## src/rtl/ctrl_pkg.sv

```systemverilog
// Shared definitions for the control sequencer: state encoding, mux-select codes,
// trap causes, opcode values, the control-word layout and the per-opcode decode rule.
// Latency: n/a (types and a pure function). Backpressure: n/a.
package ctrl_pkg;

  typedef enum logic [2:0] {
    ST_FETCH  = 3'd0,
    ST_DECODE = 3'd1,
    ST_EXEC   = 3'd2,
    ST_MEM    = 3'd3,
    ST_TRAP   = 3'd4
  } state_t;

  // PC source mux
  localparam logic [2:0] PCSEL_INC   = 3'd0;
  localparam logic [2:0] PCSEL_BR    = 3'd1;
  localparam logic [2:0] PCSEL_JMP   = 3'd2;
  localparam logic [2:0] PCSEL_ILLOP = 3'd3;
  localparam logic [2:0] PCSEL_XADR  = 3'd4;

  // Register-file write-data mux
  localparam logic [1:0] WDSEL_PC4 = 2'd0;
  localparam logic [1:0] WDSEL_ALU = 2'd1;
  localparam logic [1:0] WDSEL_MEM = 2'd2;

  // Trap causes, reported until the next trap overwrites them
  localparam logic [1:0] CAUSE_NONE     = 2'd0;
  localparam logic [1:0] CAUSE_ILLOP    = 2'd1;
  localparam logic [1:0] CAUSE_IRQ      = 2'd2;
  localparam logic [1:0] CAUSE_DMEM_TMO = 2'd3;

  localparam logic [5:0] OPC_LD  = 6'h18;
  localparam logic [5:0] OPC_ST  = 6'h19;
  localparam logic [5:0] OPC_JMP = 6'h1B;
  localparam logic [5:0] OPC_BEQ = 6'h1D;
  localparam logic [5:0] OPC_BNE = 6'h1E;
  localparam logic [5:0] OPC_LDR = 6'h1F;

  // The control word carries the widest ALU function we support; the
  // instantiating logic masks/truncates it to its own ALUFN_W.
  localparam int CW_ALUFN_W = 8;
  localparam logic [CW_ALUFN_W-1:0] ALUFN_ADD = 8'h20;

  // How EXEC chooses the next PC; branches resolve on Z in EXEC itself.
  typedef enum logic [1:0] {
    PK_INC = 2'd0,
    PK_JMP = 2'd1,
    PK_BEQ = 2'd2,
    PK_BNE = 2'd3
  } pc_kind_t;

  typedef struct packed {
    logic                  valid;
    logic [CW_ALUFN_W-1:0] alufn;
    pc_kind_t              pcsel_kind;
    logic                  ra2sel;
    logic                  asel;
    logic                  bsel;
    logic [1:0]            wdsel;   // for memory ops: the select used in the ACK cycle
    logic                  wr;
    logic                  werf;    // for memory ops: write-back in the ACK cycle
    logic                  is_mem;
  } ctrl_word_t;

  // One row of the 64-entry decode table. ALU ops (upper half) pass the
  // opcode through as the ALU function; bit 4 selects the constant form.
  function automatic ctrl_word_t decode_op(input logic [5:0] op);
    ctrl_word_t cw;
    cw            = '0;
    cw.pcsel_kind = PK_INC;
    if (op[5]) begin
      cw.valid = 1'b1;
      cw.alufn = CW_ALUFN_W'(op);
      cw.bsel  = op[4];
      cw.wdsel = WDSEL_ALU;
      cw.werf  = 1'b1;
    end else begin
      case (op)
        OPC_LD, OPC_LDR: begin
          cw.valid  = 1'b1;
          cw.alufn  = ALUFN_ADD;
          cw.bsel   = 1'b1;
          cw.asel   = (op == OPC_LDR);
          cw.wdsel  = WDSEL_MEM;
          cw.werf   = 1'b1;
          cw.is_mem = 1'b1;
        end
        OPC_ST: begin
          cw.valid  = 1'b1;
          cw.alufn  = ALUFN_ADD;
          cw.bsel   = 1'b1;
          cw.ra2sel = 1'b1;
          cw.wr     = 1'b1;
          cw.is_mem = 1'b1;
        end
        OPC_JMP: begin
          cw.valid      = 1'b1;
          cw.pcsel_kind = PK_JMP;
          cw.wdsel      = WDSEL_PC4;
          cw.werf       = 1'b1;
        end
        OPC_BEQ: begin
          cw.valid      = 1'b1;
          cw.pcsel_kind = PK_BEQ;
          cw.wdsel      = WDSEL_PC4;
          cw.werf       = 1'b1;
        end
        OPC_BNE: begin
          cw.valid      = 1'b1;
          cw.pcsel_kind = PK_BNE;
          cw.wdsel      = WDSEL_PC4;
          cw.werf       = 1'b1;
        end
        default: cw = '0;
      endcase
    end
    return cw;
  endfunction

endpackage

```

## src/rtl/ctrl_decode_rom.sv

```systemverilog
// Opcode decode table: maps an opcode to its control word; rows at or above 64 are illegal.
// Latency: combinational. Backpressure: none.
// Ports: opcode (OP_W) in; cw (ctrl_word_t) out, alufn masked to ALUFN_W bits.
module ctrl_decode_rom
  import ctrl_pkg::*;
#(
  parameter int OP_W    = 6,
  parameter int ALUFN_W = 6
) (
  input  logic [OP_W-1:0] opcode,
  output ctrl_word_t      cw
);

  localparam logic [CW_ALUFN_W-1:0] ALUFN_MASK = CW_ALUFN_W'((1 << ALUFN_W) - 1);

  logic [31:0] op_ext;
  ctrl_word_t  raw;

  always_comb begin
    op_ext = 32'(opcode);
    raw    = decode_op(op_ext[5:0]);
    // Only 64 rows are defined; anything wider decodes as an invalid entry.
    if (op_ext >= 32'd64) begin
      raw = '0;
    end
    cw       = raw;
    cw.alufn = raw.alufn & ALUFN_MASK;
  end

endmodule

```

## src/rtl/ctrl_seq_unit.sv

```systemverilog
// Multi-cycle control sequencer: FETCH/DECODE/EXEC/MEM/TRAP driving datapath selects and memory handshakes.
// Latency: ALU/branch 3 cycles min, LD/ST 4 cycles min (zero-wait ACKs); traps add one cycle.
// Backpressure: IMEM_REQ/DMEM_REQ held until the matching ACK; DMEM wait bounded by MEM_TMO (0 = unbounded).
// Ports: clk, reset_n (async active-low); opcode/z/irq/supervisor/imem_ack/dmem_ack in;
//        imem_req, dmem_req, ir_en, pc_en, pcsel, ra2sel, asel, bsel, wasel, wdsel, alufn, wr, werf, trap_cause out.
module ctrl_seq_unit
  import ctrl_pkg::*;
#(
  parameter int OP_W    = 6,
  parameter int ALUFN_W = 6,
  parameter int MEM_TMO = 15,
  parameter int IRQ_EN  = 1
) (
  input  logic               clk,
  input  logic               reset_n,
  input  logic [OP_W-1:0]    opcode,
  input  logic               z,
  input  logic               irq,
  input  logic               supervisor,
  input  logic               imem_ack,
  input  logic               dmem_ack,
  output logic               imem_req,
  output logic               dmem_req,
  output logic               ir_en,
  output logic               pc_en,
  output logic [2:0]         pcsel,
  output logic               ra2sel,
  output logic               asel,
  output logic               bsel,
  output logic               wasel,
  output logic [1:0]         wdsel,
  output logic [ALUFN_W-1:0] alufn,
  output logic               wr,
  output logic               werf,
  output logic [1:0]         trap_cause
);

  // Wait counter counts MEM cycles without ACK: 0 .. MEM_TMO-1.
  localparam int CNT_W      = (MEM_TMO > 1) ? $clog2(MEM_TMO) : 1;
  localparam int TMO_LAST_I = (MEM_TMO > 0) ? MEM_TMO - 1 : 0;
  localparam logic [CNT_W-1:0] TMO_LAST = CNT_W'(TMO_LAST_I);

  state_t          state;
  logic [OP_W-1:0] op_q;
  ctrl_word_t      cw_q;
  ctrl_word_t      rom_cw;
  logic [CNT_W-1:0] wait_cnt;
  logic [1:0]      cause_q;
  logic            irq_take;
  logic            tmo_hit;

  ctrl_decode_rom #(
    .OP_W    (OP_W),
    .ALUFN_W (ALUFN_W)
  ) u_decode_rom (
    .opcode (op_q),
    .cw     (rom_cw)
  );

  assign irq_take = (IRQ_EN != 0) && irq && !supervisor;
  assign tmo_hit  = (MEM_TMO != 0) && (wait_cnt == TMO_LAST);

  always_ff @(posedge clk or negedge reset_n) begin
    if (!reset_n) begin
      state    <= ST_FETCH;
      op_q     <= '0;
      cw_q     <= '0;
      wait_cnt <= '0;
      cause_q  <= CAUSE_NONE;
    end else begin
      case (state)
        ST_FETCH: begin
          // An unmasked IRQ wins over a fetch that happens to complete this cycle.
          if (irq_take) begin
            state   <= ST_TRAP;
            cause_q <= CAUSE_IRQ;
          end else if (imem_ack) begin
            op_q  <= opcode;
            state <= ST_DECODE;
          end
        end
        ST_DECODE: begin
          cw_q <= rom_cw;
          if (rom_cw.valid) begin
            state <= ST_EXEC;
          end else begin
            state   <= ST_TRAP;
            cause_q <= CAUSE_ILLOP;
          end
        end
        ST_EXEC: begin
          wait_cnt <= '0;
          state    <= cw_q.is_mem ? ST_MEM : ST_FETCH;
        end
        ST_MEM: begin
          // A real ACK in the last allowed wait cycle still completes the access.
          if (dmem_ack) begin
            wait_cnt <= '0;
            state    <= ST_FETCH;
          end else if (tmo_hit) begin
            wait_cnt <= '0;
            state    <= ST_TRAP;
            cause_q  <= CAUSE_DMEM_TMO;
          end else if (MEM_TMO != 0) begin
            wait_cnt <= wait_cnt + 1'b1;
          end
        end
        ST_TRAP: begin
          state <= ST_FETCH;
        end
        default: begin
          state <= ST_FETCH;
        end
      endcase
    end
  end

  // Outputs decode registered state/control word, qualified by the ACK and Z
  // inputs of the current cycle. Everything is forced low while reset is
  // asserted so a reset mid-access drops REQ/WR/WERF without waiting for a clock.
  always_comb begin
    imem_req = 1'b0;
    dmem_req = 1'b0;
    ir_en    = 1'b0;
    pc_en    = 1'b0;
    pcsel    = PCSEL_INC;
    ra2sel   = 1'b0;
    asel     = 1'b0;
    bsel     = 1'b0;
    wasel    = 1'b0;
    wdsel    = WDSEL_PC4;
    alufn    = '0;
    wr       = 1'b0;
    werf     = 1'b0;
    if (reset_n) begin
      case (state)
        ST_FETCH: begin
          if (!irq_take) begin
            imem_req = 1'b1;
            ir_en    = imem_ack;
          end
        end
        ST_EXEC: begin
          if (cw_q.valid) begin
            alufn  = ALUFN_W'(cw_q.alufn);
            ra2sel = cw_q.ra2sel;
            asel   = cw_q.asel;
            bsel   = cw_q.bsel;
            if (!cw_q.is_mem) begin
              werf  = cw_q.werf;
              wdsel = cw_q.wdsel;
              pc_en = 1'b1;
              case (cw_q.pcsel_kind)
                PK_JMP:  pcsel = PCSEL_JMP;
                PK_BEQ:  pcsel = z ? PCSEL_BR : PCSEL_INC;
                PK_BNE:  pcsel = z ? PCSEL_INC : PCSEL_BR;
                default: pcsel = PCSEL_INC;
              endcase
            end
          end
        end
        ST_MEM: begin
          // Address/data selects stay put for the whole access.
          alufn    = ALUFN_W'(cw_q.alufn);
          ra2sel   = cw_q.ra2sel;
          asel     = cw_q.asel;
          bsel     = cw_q.bsel;
          dmem_req = 1'b1;
          wr       = cw_q.wr;
          if (dmem_ack) begin
            pc_en = 1'b1;
            werf  = cw_q.werf;
            wdsel = cw_q.wdsel;
          end
        end
        ST_TRAP: begin
          wasel = 1'b1;
          werf  = 1'b1;
          pc_en = 1'b1;
          wdsel = WDSEL_PC4;
          pcsel = (cause_q == CAUSE_IRQ) ? PCSEL_XADR : PCSEL_ILLOP;
        end
        default: ;
      endcase
    end
  end

  assign trap_cause = cause_q;

endmodule

```

## config.mk

```make
export PLATFORM = sky130hd
export DESIGN_NAME = ctrl_seq_unit
export DESIGN_NICKNAME = d
export VERILOG_FILES = /design/src/rtl/ctrl_pkg.sv /design/src/rtl/ctrl_decode_rom.sv /design/src/rtl/ctrl_seq_unit.sv
export SDC_FILE = /design/constraint.sdc
export NUM_CORES = 1
export LEC_CHECK = 0
export BUFFER_PORTS_ARGS = -buffer_cell sky130_fd_sc_hd__buf_2
export CORE_UTILIZATION = 48
export DETAILED_ROUTE_END_ITERATION = 12
export PLACE_DENSITY_LB_ADDON = 0.12
export SYNTH_ARGS = -nofsm -noshare
export SYNTH_HDL_FRONTEND = slang
export SYNTH_SLANG_ARGS = --single-unit
```

## constraint.sdc

```tcl
create_clock -name clk -period 1.6 [get_ports clk]
set_input_delay 0 -clock clk [delete_from_list [all_inputs] [get_ports clk]]
set_output_delay 0 -clock clk [all_outputs]
set_load 0.02 [all_outputs]
```

==> impl_results.md, run 1 <==
- Cells after Synth: 173
- Row Count: 21
- Peak supply drop: between 0.9 and 1 mV
- DR WL/cell: ~14 um
- # IOs: 36
- Clk_skew: between 0.009 and 0.01 ns
- P per Cell Area: 1600 nW/um2
- Clk buf depth: 2
- Yosys warning total: 0
- Most common cell after layout, fill and taps aside: dfrtp_1
- Vias in the first global route: ~1400
- Die Wd: 61.0 um
- Number of routed nets with antenna violations: 0
- Final Hold Vio Count: 0
- Drt total wl: approximately 4000 um
- Clk root buf: clkbuf_4
- Hold Slack: between 0.04 and 0.05 ns
- Final net count: around 260
- Synth top area share: between 40 and 50%
- Worst-Skew Late Latency: 0.35 ns
- Prevailing post-synth register cell: dfrtp_1
- Worst Tran Pin Value: roughly 0.40 ns
- DR vias: ~1500
- Worst min-delay path category: input pin to async pin
- Max Clk Rate: about 0.56 GHz
- DIE HEIGHT: a little over 60 um
- Diode count: 0
- Via density: 5.22
- Min Clock Period, post-route: roughly 1.8 ns
- Total leakage power: approximately 1.1 nW
- Gr usage total: between 20% and 30%
- Status: complete, but fails checks
- Failing checks: negative setup slack
- DRT Pass-1 Iters: 4
- Htree depth: 2
- Largest net degree at the start of global routing: 21
- Critical Path Sink Type: output pin
- Die area: 3720 um2
- Worst-path clk slew: 0.10 ns
- Initial antenna violation count: 0
- Period utilization: 112%
- First-pass GRT wire length: ~6300 um
- Fillers: 270
- TritonCTS Buffers: 5
- Final Non-Filler Cells: roughly 290
- CP max FO: 7
- EDFF count, synth: 0
- Slowest stage delay, CP: 0.39 ns
- Sink Count: 31
- I/O Buffers: 35
- Slack of the critical path: -0.193 ns
- Starting Density: between 50 and 60%
- Slew HR: 73.4%
- Worst path bufs/invs: 2
- Syn Std Cell Area: 1670 um2
- Worst path slowest cell: dfrtp_1
- Setup WS pre-CTS: -0.0820 ns
- Share of post-route cells with drive strength above 1: between 40% and 50%
- RSZ-0062 raised after global routing: yes
- CP required: between 1.5 and 2 ns
- Slew Limit Fails: 0
- CTS tree: yes
- Synth-to-Final Area Change: 38.8%
- Critical path cell sequence: buf_6 > or2b_1 > nor2_2 > nand2_1 > a221oi_2 > buf_4
- Most frequent cells in the layout: dfrtp_1, buf_4, buf_2, nand2_1, and2_1
- Register bit count reported by yosys: 31
- Crit start category: flop
- Final setup viols: 18
- Largest cells by area after synthesis: dfrtp_1, mux2_2, nand2_1
- DRT iter0 DRCs: a little under 60
- Routability Congestion: roughly 0.8
- Seq/Total Area, Yosys: ~46%
- Critical Path AT: approximately 1.8 ns
- Syn avg cell area: 9.66 um2
- Distinct cells, synth: 40
- Final std cell area, no fill: about 2300 um2
- Critical path class: flop to output pin
- Cell Area, Placed: between 1500 and 2000 um2
- CORE AREA: ~3300 um2
- Post-DP HPWL: between 2000 and 3000 um
- Yosys top cell by area: dfrtp_1
- Crit-path leading delay family: simple AND/OR/NAND/NOR gates
- Syn_nets: roughly 190
- MaxCap Viol Count: 0
- Ys async rst share: 100%
- Final core occ: roughly 70%
- Remaining DRCs: 0
- Inst Count DP: ~260
- GRT overflow: 0
==> power by group <==
part	switching (mW)	internal (mW)
sequential	0.318	1.09
clock	0.287	0.169
combinational	0.956	0.895
==> synth_stat cells, types with 3 or more instances <==
cell type / n
dfrtp_1: 31
nand2_1: 23
and2_1: 13
o21ai_0: 11
nor2_1: 10
mux2_2: 8
a21oi_1: 6
buf_2: 5
nand2b_1: 5
nand3_1: 5
o21ai_1: 5
nor2b_1: 4
xor2_1: 4
a32o_1: 3
and3_1: 3
clkbuf_1: 3
inv_1: 3
or3b_1: 3
==> final cells by class <==
type | count | area [um2] | share of cell area, %
repair buffers | 69 | 502 | 21.6
clock buffers | 6 | 41.3 | 1.78
inverters | 3 | 11.3 | 0.486
flip-flops and latches | 31 | 776 | 33.5
multi-input cells | 130 | 918 | 39.6
clock inverters | 2 | 12.5 | 0.540
well taps | 46 | 57.6 | 2.48
==> state kept, by name (all words and copies together), names as in the netlist <==
signal      count
cw_q           16
op_q            6
state           3
trap_cause      2
wait_cnt        4
==> cells by family after synthesis <==
group / count (synthesis) / synth area share [%]
compound gates: 39 / 16.3
fa+ha+maj: 2 / 1.50
simple gates: 77 / 24.7
flops: 31 / 46.4
buf+inv: 12 / 3.52
mux: 8 / 5.39
xor+xnor: 4 / 2.10
==> per-layer routing <==
metal,track usage (%),share of wire [%],vias to the layer above
li1,-,-,741
met1,26.9,41,710
met2,42.1,53,41
met3,7.89,4.5,6
met4,7.79,1.2,0
met5,0,0,-
==> per-stage QoR <==
stage	power, mW	TNS [ns]
after floorplan	2.43	0
after global placement	2.89	0
after detailed placement	2.96	-0.0820
after CTS	3.61	-1.04
after global routing	3.99	-2.91
final	3.72	-1.31
==> path summary, 6_finish.rpt <==
| path | end | from | depth (start not counted) | slack (ns) |
|---|---|---|---|---|
| worst min-delay path | trap_cause[0]$_DFFE_PN0P_ | reset_n | 2 | 0.05 |
| worst min register to register | cw_q[5]$_DFFE_PN0P_ | cw_q[5]$_DFFE_PN0P_ | 2 | 0.49 |
| worst max-delay path | pcsel[1] | state[2]$_DFFE_PN0P_ | 6 | -0.19 |
| max in group asynchronous | op_q[1]$_DFFE_PN0P_ | reset_n | 4 | 0.99 |
| min in group clk | trap_cause[0]$_DFFE_PN0P_ | supervisor | 5 | 0.12 |
| worst max register to register | trap_cause[0]$_DFFE_PN0P_ | state[2]$_DFFE_PN0P_ | 5 | 0.02 |
==> worst register-to-register path, delay by kind of cell (launching register included) <==
kind,cells,cell delay (ns)
AO/OA/AOI/OAI,3,0.49
AND/OR/NAND/NOR,1,0.44
flip-flops,1,0.41
buffers and inverters,1,0.14
==> repair_timing <==
action                     in CTS  in global routing
hold endpoints to repair       20                  0
hold buffers                    8                  0
setup buffers                   4                  4
setup endpoints to repair      21                 28
pin swaps                       9                  7
resized for setup              26                 12
Note: power is estimated with default switching activity, not from simulation.
==> inputs of run 2 (changes only) <==
Settings changed: CTS_BUF_LIST set to sky130_fd_sc_hd__clkbuf_8 sky130_fd_sc_hd__clkbuf_16.
==> run 2 against run 1 <==
  * The run still ends with negative setup slack left
  * Utilization grew 0.26 points
  * Critical path depth shrank 1
  * Routed wire length shrank 0.18%
  * Non-clock buffer count shrank 1
  * Design area grew 0.38%
  * Sequential share of layout area shrank 0.13 points
==> impl_results.md, run 2 (synthesized netlist as in run 1, its figures left out) <==
- Crit-path leading delay family: simple AND/OR/NAND/NOR gates
- Vias in the first global route: between 1000 and 1500
- CORE AREA: about 3300 um2
- CP required: between 1.5 and 2 ns
- Routability Congestion: between 0.8 and 0.9
- Final std cell area, no fill: ~2300 um2
- Total leakage power: roughly 1.1 nW
- DR vias: between 1500 and 2000
- DIE HEIGHT: between 60 and 70 um
- Worst-path clk slew: about 0.070 ns
- P per Cell Area: between 1500 and 2000 nW/um2
- Peak supply drop: 0.972 mV
- Slack of the critical path: -0.146 ns
- Top reg by flops: cw_q
- Final Hold Vio Count: 0
- Remaining DRCs: 0
- Row Count: 21
- Synth-to-Final Area Change: 39.3%
- Final setup viols: 8
- Fillers: approximately 280
- Max Clk Rate: roughly 0.57 GHz
- CTS tree: yes
- Diode count: 0
- Inst Count DP: ~260
- Sink Count: 31
- RSZ-0062 raised after global routing: yes
- Clk_skew: 0.00527 ns
- I/O Buffers: 35
- # IOs: 36
- MaxCap Viol Count: 0
- Status: complete, but fails checks
- GRT overflow: 0
- CP max FO: 3
- Slowest stage delay, CP: 0.41 ns
- DRT iter0 DRCs: 69
- Max FFs per register: 16
- Most common cell after layout, fill and taps aside: dfrtp_1
- Critical Path AT: 1.75 ns
- Worst min-delay path category: input pin to flop
- Min Clock Period, post-route: ~1.7 ns
- Total Power: slightly below 4 mW
- Largest regs: cw_q x16, op_q x6, wait_cnt x4
- TNS Setup: -0.718 ns
- Worst path slowest cell: or3b_4
- Hold Slack: a little over 0.02 ns
- Cell Area, Placed: 2000 um2
- Worst Tran Pin Value: roughly 0.4 ns
- Period utilization: 109%
- Final core occ: 69.7%
- Via density: 5.30
- Failing checks: negative setup slack
- TritonCTS Buffers: 5
- Clk root buf: clkbuf_8
- Most frequent cells in the layout: dfrtp_1, buf_2, buf_4, nand2_1, and2_1
- Drt total wl: approximately 4000 um
- Critical path class: flop to output pin
- Slew Limit Fails: 0
- Critical path cell sequence: or3b_4 > a21oi_2 > and3_4 > and2_4 > buf_6
- Die area: around 3700 um2
- Die Wd: about 60 um
- Gr usage total: around a quarter
- Htree depth: 2
- DRT Pass-1 Iters: 4
- DR WL/cell: approximately 14 um
- Final Non-Filler Cells: around 290
- Slew HR: ~73%
- Initial antenna violation count: 0
- Crit start category: flop
- Clk buf depth: 2
- Setup WS pre-CTS: -0.0820 ns
- Critical Path Sink Type: output pin
- Share of post-route cells with drive strength above 1: about two fifths
- Post-DP HPWL: 2870 um
- Number of routed nets with antenna violations: 0
- Worst path bufs/invs: 1
- Starting Density: around 50%
- Largest net degree at the start of global routing: 21
- Worst-Skew Late Latency: between 0.2 and 0.3 ns
- Final net count: between 200 and 300
- First-pass GRT wire length: around 6300 um
run 2: worst register-to-register path: cells and delay by family, from the launching register on:
family	cells	cell delay (ns)
flops	1	0.41
buf+inv	1	0.14
simple gates	1	0.44
compound gates	3	0.53
run 2: power by group:
group,internal (mW),leakage (nW),total (mW),switching (mW)
clock,0.297,0.0453,0.607,0.310
sequential,1.09,0.398,1.41,0.320
combinational,0.886,0.693,1.84,0.950
total,2.28,1.14,3.86,1.58
run 2: worst paths after layout:
kind                       slack [ns]  cells past startpoint            startpoint                   endpoint
max reg2reg                     -0.02                      5  state[2]$_DFFE_PN0P_  trap_cause[0]$_DFFE_PN0P_
max in group asynchronous        0.94                      4               reset_n        op_q[2]$_DFFE_PN0P_
min in group asynchronous        0.11                      2               reset_n  trap_cause[1]$_DFFE_PN0P_
min                              0.02                      3              imem_ack       state[0]$_DFFE_PN0P_
min reg2reg                      0.48                      2   cw_q[5]$_DFFE_PN0P_        cw_q[5]$_DFFE_PN0P_
max                             -0.15                      5  state[0]$_DFFE_PN0P_                   wdsel[0]
run 2: layer usage:
metal	part of all wire (%)	track usage, %	vias up
li1	-	-	737
met1	41	26.9	732
met2	54	42.2	41
met3	3.9	5.97	6
met4	1.6	9.42	0
met5	0	0	-
run 2: what timing repair did:
item	in CTS	in global routing
resized for setup	24	9
hold endpoints to repair	19	0
gates cloned	0	0
buffers inserted	4	4
pin swaps	7	6
setup endpoints to repair	19	27
hold buffers	7	0
run 2: area by class of cell:
| class | count | area [um2] | area share, % |
|---|---|---|---|
| Clock buffer | 5 | 68.8 | 2.96 |
| Timing Repair Buffer | 68 | 483 | 20.8 |
| Multi-Input combinational cell | 130 | 915 | 39.3 |
| Sequential cell | 31 | 776 | 33.3 |
| Inverter | 3 | 11.3 | 0.484 |
| Tap cell | 46 | 57.6 | 2.47 |
| Clock inverter | 3 | 16.3 | 0.699 |
